<file path="src/rtl/lfsr_gen.sv">
// lfsr_gen: parametrised LFSR pattern generator (Fibonacci or Galois form)
// with seed load, step enable, all-zero lockup flag and period-wrap detection.
// Optional feature macro: LFSR_LOCKUP_RECOVER_EN. When defined, a zero seed or
// a zero state is replaced by DEFAULT_SEED and lockup is held low.
// WIDTH must lie in 3..32, DEFAULT_SEED must be nonzero, and in Galois form
// TAPS bit 0 must be set.
module lfsr_gen #(
    parameter int unsigned      WIDTH        = 16,
    parameter logic [WIDTH-1:0] TAPS         = WIDTH'(16'hD008),
    parameter bit               GALOIS       = 1'b0,
    parameter logic [WIDTH-1:0] DEFAULT_SEED = WIDTH'(16'h3C28)
) (
    input  logic             clk,
    input  logic             reset,
    input  logic             load,
    input  logic [WIDTH-1:0] seed,
    input  logic             enable,
    output logic [WIDTH-1:0] state,
    output logic             bit_out,
    output logic             valid,
    output logic             lockup,
    output logic             wrap,
    output logic [WIDTH-1:0] step_cnt,
    output logic [WIDTH-1:0] period
);

`ifdef LFSR_LOCKUP_RECOVER_EN
    localparam bit RECOVER = 1'b1;
`else
    localparam bit RECOVER = 1'b0;
`endif

    logic [WIDTH-1:0] state_q, state_d;
    logic [WIDTH-1:0] start_q, start_d;
    logic [WIDTH-1:0] cnt_q, cnt_d;
    logic [WIDTH-1:0] period_q, period_d;
    logic             valid_q, valid_d;
    logic             lockup_q, lockup_d;
    logic             wrap_q, wrap_d;

    logic [WIDTH-1:0] step_nx;
    logic [WIDTH-1:0] cnt_inc;
    logic [WIDTH-1:0] seed_eff;

    // Fibonacci form: parity of the tapped bits shifts in at the LSB.
    function automatic logic [WIDTH-1:0] fib_next(input logic [WIDTH-1:0] s);
        return {s[WIDTH-2:0], ^(s & TAPS)};
    endfunction

    // Galois form: shift left and fold the tap mask in when the MSB falls out.
    function automatic logic [WIDTH-1:0] galois_next(input logic [WIDTH-1:0] s);
        return (s << 1) ^ (s[WIDTH-1] ? TAPS : '0);
    endfunction

    assign step_nx  = GALOIS ? galois_next(state_q) : fib_next(state_q);
    assign cnt_inc  = cnt_q + 1'b1;
    // With recovery enabled a zero seed would only lock up, so substitute the default.
    assign seed_eff = (RECOVER && (seed == '0)) ? DEFAULT_SEED : seed;

    // Next-state selection: load beats enable; idle cycles hold everything but wrap.
    always_comb begin
        state_d  = state_q;
        start_d  = start_q;
        cnt_d    = cnt_q;
        period_d = period_q;
        valid_d  = valid_q;
        lockup_d = lockup_q;
        wrap_d   = 1'b0;
        if (load) begin
            state_d  = seed_eff;
            start_d  = seed_eff;
            cnt_d    = '0;
            valid_d  = 1'b1;
            lockup_d = RECOVER ? 1'b0 : (seed_eff == '0);
        end else if (enable) begin
            valid_d = 1'b1;
            if (RECOVER && (state_q == '0)) begin
                // Escape the all-zero fixed point by reseeding.
                state_d = DEFAULT_SEED;
                cnt_d   = '0;
            end else begin
                state_d = step_nx;
                if (step_nx == start_q) begin
                    wrap_d   = 1'b1;
                    period_d = cnt_inc;
                    cnt_d    = '0;
                end else begin
                    cnt_d = cnt_inc;
                end
            end
            lockup_d = RECOVER ? 1'b0 : (state_d == '0);
        end
    end

    // State registers; asynchronous active-low reset returns to the default seed.
    always_ff @(posedge clk or negedge reset) begin
        if (!reset) begin
            state_q  <= DEFAULT_SEED;
            start_q  <= DEFAULT_SEED;
            cnt_q    <= '0;
            period_q <= '0;
            valid_q  <= 1'b0;
            lockup_q <= 1'b0;
            wrap_q   <= 1'b0;
        end else begin
            state_q  <= state_d;
            start_q  <= start_d;
            cnt_q    <= cnt_d;
            period_q <= period_d;
            valid_q  <= valid_d;
            lockup_q <= lockup_d;
            wrap_q   <= wrap_d;
        end
    end

    assign state    = state_q;
    assign bit_out  = state_q[WIDTH-1];
    assign valid    = valid_q;
    assign lockup   = lockup_q;
    assign wrap     = wrap_q;
    assign step_cnt = cnt_q;
    assign period   = period_q;

endmodule

</file>
<file path="config.mk">
export PLATFORM = sky130hd
export DESIGN_NAME = lfsr_gen
export DESIGN_NICKNAME = d
export VERILOG_FILES = /design/src/rtl/lfsr_gen.sv
export SDC_FILE = /design/constraint.sdc
export NUM_CORES = 1
export LEC_CHECK = 0
export ABC_AREA = 1
export CELL_PAD_IN_SITES_DETAIL_PLACEMENT = 1
export CELL_PAD_IN_SITES_GLOBAL_PLACEMENT = 2
export CORE_MARGIN = 5
export CORE_UTILIZATION = 31
export DETAILED_ROUTE_END_ITERATION = 10
export PLACE_DENSITY = 0.87
export SLEW_MARGIN = 20
export SYNTH_ARGS = -nofsm -noshare
export SYNTH_HDL_FRONTEND = slang
export SYNTH_SLANG_ARGS = --single-unit
</file>
<file path="constraint.sdc">
create_clock -name clk -period 3.3 [get_ports clk]
set_input_delay 0.825 -clock clk [delete_from_list [all_inputs] [get_ports clk]]
set_output_delay 0.825 -clock clk [all_outputs]
set_load 0.01 [all_outputs]
</file>
Yosys cells after proc, flatten, opt, wreduce, memory -nomap -nowiden --
Index checks and enable logic that the tools add are counted. Widths: inputs -> output; s select.
Word-level totals: register bits 67, input bits 20, output and inout port bits 52, word-level logic and storage cells 29
Operators by class: add/sub/neg operators 1, eq/ne operators 1, mux-type cells 14, bitwise gates (word level) 1, reduce and logical (&&, ||, !) cells 5
Operators by type and width (number):
- $mux 16 | 7
- $logic_not 16->1 | 2
- $add 16x1->16 const B | 1
- $eq 16x16->1 | 1
- $reduce_xor 16->1 | 1
- $mux 1 | 7
- $reduce_and 3->1 | 1
- $reduce_bool 2->1 | 1
- $not 1->1 | 1

Depth between registers and ports, before layout --
Gate-level depths: netlist (run 1).
word-level depth 6, gate-level depth with buffers 11, gate-level depth less buffers 10

Worst setup path after synthesis (run 1) --
OpenSTA, ideal clock, no wires.
path kind input-to-reg, start point input port enable, end point register state_q[10], in the netlist state[10], setup time 0.085 ns, data arrival time 1.633 ns, required time 3.215 ns, slack 1.582 ns, stages 5, buffers on the path 1, path through inv_1 nor2_2 inv_1 clkbuf_1 o221ai_1
Between the ends: word-level cells in the longest chain between the ends 1
Ends and longest elaborated chain:
- start, declared | line 17 | input logic enable,
- $reduce_bool 2->1 (no line)
- end signal, assigned | line 106 | state_q <= state_d;
- end, declared | line 33 | logic [WIDTH-1:0] state_q, state_d;
No other way between the ends. A chain may end at the register's enable or synchronous reset.

Worst setup path after layout (run 1) --
start point register state_q[3], in the netlist state[3], end point output port state[3]
RTL lines:
- end, declared | line 18 | output logic [WIDTH-1:0] state,
No word-level cell between the ends.

==> results.sh, run 1 <==
export IMPL_critical_path_max_stage_delay_ns=0.60
export IMPL_grt_use_total_pct=17.3
export IMPL_relSlewSlack_pct=51.0
export IMPL_power_total_w=0.00217
export IMPL_fin_nets=558
export IMPL_routedWlPerCell_um=16.1
export IMPL_cp_max_fo=5
export IMPL_dp_hpwl_mm=8.26
export IMPL_via_count=3359
export IMPL_synth_cell_types=31
export IMPL_fill_cells=1391
export IMPL_antenna_cells=0
export IMPL_cellLeakagePower_nw=2.28
export IMPL_htreeDepth=3
export IMPL_ys_warn_count=0
export IMPL_antenna_found_initial=0
export IMPL_grt_setup_unrepaired="false"
export IMPL_holdWs_ns=0.479
export IMPL_drt_total_wl_mm=11.0
export IMPL_layout_common_cells="nand2_1 (181), clkdlybuf4s50_1 (70), dfrtp_1 (55)"
export IMPL_multi_input_area_um2=1570
export IMPL_worst_endpoint_arrival_ns=1.50
export IMPL_area_growth_pct=31.6
export IMPL_gp_congestion=0.786
export IMPL_powerDensity_nw_per_um2=464
export IMPL_tightest_slew_ns=0.736
export IMPL_cpMaxStageDelayCell="dfstp_2"
export IMPL_critPathTopFamily="flip-flops"
export IMPL_synth_seq_cells=67
export IMPL_num_rows=39
export IMPL_synth_xor_area_share_pct=1.48
export IMPL_grt_max_degree=34
export IMPL_rr_worst_depth=9
export IMPL_hold_path_class="flop to flop"
export IMPL_core_area_um2=11300
export IMPL_start_util_pct=31.4
export IMPL_path_class="flop to primary output"
export IMPL_status="finished, final reports clean"
export IMPL_synth_area_um2=3560
export IMPL_dieArea_um2=13700
export IMPL_clkSinkCount=67
export IMPL_grt_util_met3_pct=3.55
export IMPL_finalSetupViolations=0
export IMPL_crit_required_ns=2.47
export IMPL_ant_nets=0
export IMPL_synth_avg_cell_area_um2=7.65
export IMPL_crit_buf_inv=1
export IMPL_drc=0
export IMPL_worstSkewPairLatency_ns=0.33
export IMPL_use_met2_pct=27.9
export IMPL_drive_above_1_share_pct=10.5
export IMPL_synthesis_nets=486
export IMPL_synthMuxAreaShare_pct=0
export IMPL_grt_busiest_layer="met2"
export IMPL_cap_violations=0
export IMPL_r2r_start="state[3]"
export IMPL_clk_pin_slew_worst_paths_ns=0.05
export IMPL_overflow=0
export IMPL_grt_pass1_vias=3612
export IMPL_grt_pass1_wl_mm=18.4
export IMPL_startpoint_type="flop"
export IMPL_cts_tree="yes"
export IMPL_holdCritStartpoint="period[7]"
export IMPL_max_freq_mhz=430
export IMPL_r2r_end="period[2]"
export IMPL_netlist_instances=465
export IMPL_skew_ns=0.00590
export IMPL_post_place_cells=669
export IMPL_synth_area_leaders="dfrtp_1 (39%), nand2_1 (19%), dfstp_2 (8.9%), inv_1 (5.7%), nand4_1 (4.0%)"
export IMPL_die_x_um=117
export IMPL_end_kind="primary output"
export IMPL_cts_setup_buffers=0
export IMPL_hold_violations=0
export IMPL_cts_buffer_depth=2
export IMPL_hold_path_endpoint="period[7]"
export IMPL_numCtsBuffers=9
export IMPL_fin_crit_sh_pct=70.5
export IMPL_synth_area_leader_cell="dfrtp_1"
export IMPL_final_cells=685
export IMPL_drt_initial_drc_count=163
export IMPL_synth_adder_area_share_pct=0.352
export IMPL_port_buffers=71
export IMPL_synth_top_family_by_area="simple AND/OR/NAND/NOR gates"
export IMPL_root_buffer="clkbuf_16"
export IMPL_synthSimpleGateAreaFrac_pct=35.7
export IMPL_ys_seq_area_share_pct=47.5
export IMPL_hold_depth=2
export IMPL_slew_violations=0
export IMPL_regToRegSetupSlack_ns=1.29
export IMPL_tns_ns=0
export IMPL_ff_latch_area_um2=1690
export IMPL_stdcell_area_um2=4680
export IMPL_finalCriticalPeriod_ns=2.33
export IMPL_die_height_um=117
export IMPL_synth_top_area_share_pct=38.7
export IMPL_cp_cell_sequence="clkdlybuf4s50_1"
export IMPL_drtPass1Iterations=4
export IMPL_met1_usage_pct=23.2
export IMPL_vias_per_cell=4.90
export IMPL_irDropWorstVdd_mv=0.178
export IMPL_placed_cell_area_um2=4400
export IMPL_ctsHoldBuffers=0
export IMPL_synth_compound_area_share_pct=6.47
export IMPL_final_common_cell="nand2_1"
export IMPL_num_io_pins=72
export IMPL_cts_resized=0
==> sequential cells by signal, summed over array words and instances (netlist names) <==
signal,flops
period,16
start_q,16
state,16
step_cnt,16
lockup,1
valid,1
wrap,1
==> cells by family (layout without fill, tap and decap cells) <==
logic type                 after synthesis  after routing
and+or+nand+nor                        283            283
buffers and inverters                   74            151
DFF                                     67             67
AOI/OAI and AO/OA                       34             34
xor gates and xnor gates                 6              6
adders and majority gates                1              1
==> per-stage QoR <==
| step | util [%] | setup WS (ns) |
|---|---|---|
| final | 41.4 | 0.974 |
| after global routing | 41.4 | 0.867 |
| after CTS | 41.4 | 0.960 |
| after detailed placement | 38.9 | 0.635 |
| after global placement | 38.9 | 0.746 |
| after floorplan | - | 1.58 |
==> cells in the mapped netlist, drive strengths merged <==
library cell and count:
a21oi 3, buf 6, clkbuf 9, dfrtp 55
dfstp 12, ha 1, inv 59, nand2 192
nand3 22, nand3b 2, nand4 24, nor2 31
nor3 4, nor4 6, o211ai 1, o21ai 14
o21bai 2, o221ai 14, or2 2, xnor2 4
xor2 2
==> per-layer routing <==
layer  vias to the layer above  share of wire (%)
met5                         -                  0
met4                         0                1.2
met3                        10                3.6
met2                        49                 47
met1                      1659                 48
li1                       1641                  -
==> layout make-up <==
cell class                 count  share of cell area, %
inverter                      59                   4.73
tap                          143                   3.82
clock inverter                 2                  0.214
multi-input combinational    324                   33.4
timing repair buffer          76                   15.9
clock buffer                  14                   5.85
sequential                    67                   36.1
==> report_power, final <==
part	switching, W	leakage, nW	internal (W)	total (W)
combinational	0.000201	1.29	0.000125	0.000326
sequential	0.0000462	0.850	0.000874	0.000921
clock	0.000357	0.143	0.000568	0.000925
total	0.000603	2.28	0.00157	0.00217
==> worst max-delay path by stage <==
stage             start  cells past startpoint         to
6_report       state[3]                      1   state[3]
3_3_place_gp       load                      8     lockup
2_1_floorplan    enable                      5  state[10]
4_1_cts        state[3]                      1   state[3]
3_5_place_dp       load                      5  period[2]
5_1_grt            load                      8     lockup
==> worst reg2reg max path, cell delays in order, from the launching register on <==
cell and delay, ns:
dfstp_2 0.60, inv_2 0.08, nand2_1 0.06, nand2_1 0.06
nand2_1 0.08, nand3_1 0.11, nand2_4 0.25, nand4_4 0.38
nand2_1 0.19, nand2_1 0.07
No activity file was read; power rests on OpenSTA's default activity.
==> run 2: changes to the inputs <==
--- a/config.mk
+++ b/config.mk
@@ -9,9 +9,9 @@
 export CELL_PAD_IN_SITES_DETAIL_PLACEMENT = 1
 export CELL_PAD_IN_SITES_GLOBAL_PLACEMENT = 2
 export CORE_MARGIN = 5
-export CORE_UTILIZATION = 31
+export CORE_UTILIZATION = 26
 export DETAILED_ROUTE_END_ITERATION = 10
-export PLACE_DENSITY = 0.87
+export PLACE_DENSITY = 0.78
 export SLEW_MARGIN = 20
 export SYNTH_ARGS = -nofsm -noshare
 export SYNTH_HDL_FRONTEND = slang
==> constraint.sdc (replaced) <==
create_clock -name clk -period 1.99 [get_ports clk]
set_input_delay 0.4975 -clock clk [delete_from_list [all_inputs] [get_ports clk]]
set_output_delay 0.4975 -clock clk [all_outputs]
set_load 0.01 [all_outputs]
==> run 2 against run 1 <==
- power grew 67%
- clock-buffer cell count shrank 3
- first-iteration DRC count shrank 21%
- design area grew 4.2%
- global-route usage shrank 2.1 points
- final cell count grew 7.2%
- clock power grew 65%
- register-to-register slack lost 1.1 ns
- critical path depth is the same
- setup slack lost 0.92 ns
- critical path type unchanged
- critical endpoint is now state[11]
==> results.sh, run 2 (synthesized netlist as in run 1, its figures left out) <==
export IMPL_status="finished, final reports clean"
export IMPL_hold_path_class="input pin to asynchronous set/reset pin"
export IMPL_end_kind="primary output"
export IMPL_grt_max_degree=68
export IMPL_hold_violations=0
export IMPL_die_height_um=127
export IMPL_die_x_um=127
export IMPL_htreeDepth=3
export IMPL_finalCriticalPeriod_ns=1.94
export IMPL_cp_max_fo=4
export IMPL_numCtsBuffers=9
export IMPL_drt_initial_drc_count=129
export IMPL_ctsHoldBuffers=0
export IMPL_overflow=0
export IMPL_routedWlPerCell_um=15.8
export IMPL_finalSetupViolations=0
export IMPL_fin_util_pct=36.6
export IMPL_crit_required_ns=1.49
export IMPL_via_count=3391
export IMPL_drc=0
export IMPL_grt_use_total_pct=15.2
export IMPL_grt_pass1_wl_mm=19.5
export IMPL_area_growth_pct=37.1
export IMPL_drtPass1Iterations=4
export IMPL_tightest_slew_ns=0.493
export IMPL_skew_ns=0.00643
export IMPL_num_rows=42
export IMPL_grt_setup_unrepaired="false"
export IMPL_worstSkewPairLatency_ns=0.34
export IMPL_drt_total_wl_mm=11.6
export IMPL_start_util_pct=26.7
export IMPL_fin_nets=574
export IMPL_cts_tree="yes"
export IMPL_irDropWorstVdd_mv=0.415
export IMPL_port_buffers=71
export IMPL_final_common_cell="nand2_1"
export IMPL_r2r_start="state[12]"
export IMPL_r2r_end="period[10]"
export IMPL_critPathTopFamily="flip-flops"
export IMPL_path_class="flop to primary output"
export IMPL_max_freq_mhz=516
export IMPL_setup_slack_ns=0.0508
export IMPL_root_buffer="clkbuf_16"
export IMPL_worst_endpoint_arrival_ns=1.44
export IMPL_gp_congestion=0.839
export IMPL_post_place_ws_ns=-0.201
export IMPL_crit_buf_inv=1
export IMPL_core_area_um2=13300
export IMPL_rr_worst_depth=10
export IMPL_ant_nets=0
export IMPL_cp_cell_sequence="clkdlybuf4s50_1"
export IMPL_drive_above_1_share_pct=13.8
export IMPL_cap_violations=0
export IMPL_num_io_pins=72
export IMPL_dp_hpwl_mm=8.81
export IMPL_post_place_cells=715
export IMPL_cts_buffer_depth=2
export IMPL_critical_path_max_stage_delay_ns=0.56
export IMPL_slew_violations=0
export IMPL_antenna_cells=0
export IMPL_powerDensity_nw_per_um2=743
export IMPL_clkSinkCount=67
export IMPL_clk_pin_slew_worst_paths_ns=0.06
export IMPL_antenna_found_initial=0
export IMPL_cpMaxStageDelayCell="dfstp_2"
export IMPL_final_cells=734
export IMPL_vias_per_cell=4.62
export IMPL_layout_common_cells="nand2_1 (181), clkdlybuf4s50_1 (67), inv_1 (54), dfrtp_1 (54), nor2_1 (25)"
export IMPL_startpoint_type="flop"
export IMPL_power_total_w=0.00363
export IMPL_regToRegSetupSlack_ns=0.21
export IMPL_fin_crit_sh_pct=97.4
export IMPL_grt_pass1_vias=3666
export IMPL_cellLeakagePower_nw=2.37
export IMPL_relSlewSlack_pct=66.8
export IMPL_dieArea_um2=16100
## run 2: changes by cell type in the layout (fill, tap and decap cells not counted), sizes merged
cell	delta
buf	+16
dlygate4sd2	+2
clkinvlp	+3
clkbuf	-3
inv	+1
dlymetal6s2s	+1
clkdlybuf4s50	-3
clkinv	-1
## run 2: how the worst max path moves through the flow
| stage | start | to | cells past startpoint |
|---|---|---|---|
| 6_report | state[11] | state[11] | 1 |
| 5_1_grt | state[11] | state[11] | 1 |
| 4_1_cts | state[13] | state[13] | 1 |
| 3_5_place_dp | load | period[2] | 5 |
| 3_3_place_gp | load | lockup | 8 |
| 2_1_floorplan | state[12] | period[10] | 10 |
## run 2: power breakdown
part / switching [W] / internal, W / total (W)
Combinational: 0.000341 / 0.000225 / 0.000566
Sequential: 0.0000762 / 0.00145 / 0.00153
Clock: 0.000621 / 0.000913 / 0.00153
## run 2: layout make-up
cell class	count	area, um^2
Inverter	59	221
Clock inverter	5	36.3
Timing Repair Buffer	92	888
Sequential cell	67	1690
Tap cell	176	220
Fill cell	1640	8470
Clock buffer	11	253
Multi-Input combinational cell	324	1570
## run 2: what timing repair did
| item | CTS | global route |
|---|---|---|
| endpoints found under the setup margin | 2 | 19 |
| cloned | 0 | 0 |
| buffers inserted | 0 | 3 |
| resized for setup | 2 | 3 |
## run 2: metrics by stage
step / TNS [ns] / hold WS [ns] / instance area (um^2)
detailed placement: -2.70 / 0.459 / 4560
floorplan: 0 / 0.202 / 3560
global placement: -0.871 / 0.455 / 4560
finish: 0 / 0.177 / 4880
CTS: 0 / 0.189 / 4850
global route: 0 / 0.199 / 4880
## run 2: routing by layer
metal | GRT usage, % | part of all wire, %
met4 | 4.16 | 1.2
met1 | 20.0 | 47
met5 | 0 | 0
met3 | 3.59 | 3.1
met2 | 25.1 | 49
## run 2: worst register-to-register path, stage by stage (launching register included)
cell and delay (ns):
dfstp_2 0.61, inv_2 0.10, nand2_2 0.07, nand2_1 0.05, nand2_1 0.08, nand3_1 0.12
nand2_4 0.20, nand4_4 0.11, buf_4 0.21, nand2_2 0.07, nand2_1 0.05
==> run 3: changes to the inputs <==
--- a/config.mk
+++ b/config.mk
@@ -5,11 +5,11 @@
 export SDC_FILE = /design/constraint.sdc
 export NUM_CORES = 1
 export LEC_CHECK = 0
-export ABC_AREA = 1
+export CAP_MARGIN = 20
 export CELL_PAD_IN_SITES_DETAIL_PLACEMENT = 1
 export CELL_PAD_IN_SITES_GLOBAL_PLACEMENT = 2
 export CORE_MARGIN = 5
-export CORE_UTILIZATION = 26
+export CORE_UTILIZATION = 28
 export DETAILED_ROUTE_END_ITERATION = 10
 export PLACE_DENSITY = 0.78
 export SLEW_MARGIN = 20
==> run 3 against run 2 <==
- clock power rose by 14%
- power rose by 5.0%
- flip-flop and latch count did not move
- clock skew rose by 0.0015 ns
- sequential power barely moved
- combinational power fell by 6.5%
- clock-buffer cell count fell by 2
- worst hold slack got worse by 0.035 ns
- register-to-register slack got worse by 0.12 ns
- critical endpoint is now step_cnt[0]
- largest power group is now the clock network
==> results.sh, run 3 <==
export IMPL_finalSetupViolations=0
export IMPL_cellLeakagePower_nw=2.10
export IMPL_synth_edf_count=0
export IMPL_netlist_instances=304
export IMPL_ant_nets=0
export IMPL_post_synth_top_count_cell="dfrtp_1"
export IMPL_tightest_slew_ns=0.533
export IMPL_cp_max_fo=4
export IMPL_grt_use_total_pct=14.2
export IMPL_drtPass1Iterations=4
export IMPL_path_class="flop to primary output"
export IMPL_tns_ns=0
export IMPL_grt_pass1_wl_mm=14.6
export IMPL_multi_input_area_um2=1310
export IMPL_drive_above_1_share_pct=16.8
export IMPL_layout_common_cells="clkdlybuf4s50_1 (64), dfrtp_1 (54), o21ai_0 (43)"
export IMPL_ff_latch_area_um2=1690
export IMPL_slew_violations=0
export IMPL_seq_power_share_pct=40.1
export IMPL_fin_crit_sh_pct=95.8
export IMPL_num_rows=39
export IMPL_async_flop_share_pct=100
export IMPL_grt_max_degree=32
export IMPL_irDropWorstVdd_mv=0.429
export IMPL_drc=0
export IMPL_htreeDepth=3
export IMPL_drt_total_wl_mm=9.03
export IMPL_port_buffers=71
export IMPL_pwr_share_clk_pct=46.0
export IMPL_hold_path_class="input pin to asynchronous set/reset pin"
export IMPL_numCtsBuffers=9
export IMPL_clkSinkCount=67
export IMPL_gp_congestion=0.755
export IMPL_antenna_found_initial=0
export IMPL_grt_pass1_vias=2749
export IMPL_startpoint_type="flop"
export IMPL_overflow=0
export IMPL_synth_area_leader_cell="dfrtp_1"
export IMPL_final_common_cell="clkdlybuf4s50_1"
export IMPL_worst_endpoint_arrival_ns=1.41
export IMPL_core_area_um2=11300
export IMPL_crit_required_ns=1.49
export IMPL_internal_power_w=0.00282
export IMPL_cts_tree="yes"
export IMPL_pwr_share_comb_pct=13.9
export IMPL_synth_seq_cells=67
export IMPL_vias_per_cell=4.61
export IMPL_ys_seq_area_share_pct=53.2
export IMPL_end_kind="primary output"
export IMPL_synthesis_nets=325
export IMPL_dieArea_um2=13600
export IMPL_fin_nets=421
export IMPL_routedWlPerCell_um=16.5
export IMPL_grt_setup_unrepaired="false"
export IMPL_synth_commonest_cells="dfrtp_1 (55), o21ai_0 (43), inv_1 (34), nand2_1 (32), mux2i_1 (29)"
export IMPL_area_growth_pct=44.1
export IMPL_powerDensity_nw_per_um2=830
export IMPL_power_switching_share_pct=25.8
export IMPL_root_buffer="clkbuf_16"
export IMPL_synth_area_leaders="dfrtp_1 (43%), dfstp_2 (9.9%), mux2i_1 (9.1%), xnor2_1 (7.2%), o21ai_0 (6.8%)"
export IMPL_ys_warn_count=0
export IMPL_finalCriticalPeriod_ns=1.91
export IMPL_antenna_cells=0
export IMPL_ctsHoldBuffers=0
export IMPL_hold_violations=0
export IMPL_relSlewSlack_pct=64.5
export IMPL_worstSkewPairLatency_ns=0.34
export IMPL_start_util_pct=28.2
export IMPL_fill_cells=1268
export IMPL_cts_buffer_depth=2
export IMPL_drt_initial_drc_count=84
export IMPL_status="finished, final reports clean"
export IMPL_clk_pin_slew_worst_paths_ns=0.06
export IMPL_skew_ns=0.00797
export IMPL_die_height_um=117
export IMPL_synth_avg_cell_area_um2=10.5
export IMPL_p_switching_w=0.000983
export IMPL_cap_violations=0
export IMPL_die_x_um=117
export IMPL_dp_hpwl_mm=6.82
export IMPL_holdWs_ns=0.142
export IMPL_synth_top_flop_cell="dfrtp_1"
export IMPL_cts_setup_buffers=0
export IMPL_synth_top_area_share_pct=43.3
export IMPL_via_count=2525
export IMPL_synth_area_um2=3180
export IMPL_synth_cell_types=39
export IMPL_max_freq_mhz=525
export IMPL_num_io_pins=72
## run 3: final cells by class
type                    count  share of cell area [%]
flip-flops and latches     67                    36.9
repair buffers             98                    20.8
clock inverters             7                    2.21
clock buffers               9                    4.91
well taps                 143                    3.90
multi-input cells         190                    28.5
inverters                  34                    2.78
## run 3: logic make-up after synthesis
kind of cell / count (synthesis) / share of synthesized area (%)
compound gates: 51 / 8.81
xor+xnor: 33 / 9.08
fa+ha+maj: 1 / 0.393
buf+inv: 47 / 6.53
flops: 67 / 53.2
mux: 32 / 10.4
simple gates: 73 / 11.6
## run 3: worst paths after layout
| check | slack [ns] | endpoint | cells past startpoint | start |
|---|---|---|---|---|
| worst max-delay path | 0.08 | step_cnt[0] | 2 | step_cnt[0] |
| worst min-delay path | 0.14 | period[15] | 1 | reset |
| worst max register to register | 0.09 | period[1] | 6 | state[3] |
| worst min register to register | 0.48 | start_q[13] | 2 | start_q[13] |
| max in group asynchronous | 1.25 | state[12] | 2 | reset |
| min in group clk | 0.48 | start_q[13] | 2 | start_q[13] |
## run 3: metrics by stage
stage / util, % / setup WS (ns) / total power [W] / std cells / cell area, um^2
2_1_floorplan: - / 0.152 / 0.00177 / 304 / 3180
3_3_place_gp: 37.6 / -0.213 / 0.00206 / 532 / 4240
3_5_place_dp: 37.6 / -0.211 / 0.00207 / 532 / 4240
4_1_cts: 40.4 / 0.00410 / 0.00384 / 548 / 4560
5_1_grt: 40.7 / 0.00150 / 0.00397 / 548 / 4590
6_report: 40.7 / 0.0845 / 0.00381 / 548 / 4590
## run 3: layer usage
layer	track usage (%)	routed length, um	up-vias
met5	0	0	-
met4	4.66	159	0
met3	3.58	435	12
met2	23.7	4360	66
met1	18.0	4080	1232
li1	-	-	1215
## run 3: power groups by stage
stage	logic [W]	clock network (W)	registers, W
detailed placement	0.000529	0	0.00155
global route	0.000578	0.00185	0.00153
CTS	0.000527	0.00179	0.00152
floorplan	0.000210	0	0.00156
global placement	0.000522	0	0.00154
finish	0.000529	0.00175	0.00153
## run 3: repair_timing
action / 4_1_cts / 5_1_grt
gates cloned: 0 / 0
setup endpoints to repair: 5 / 17
resized for setup: 5 / 5
## run 3: worst max-delay path, cell delays in order (launching register included)
cell,delay (ns)
dfrtp_1,0.39
buf_4,0.15
clkdlybuf4s50_1,0.54
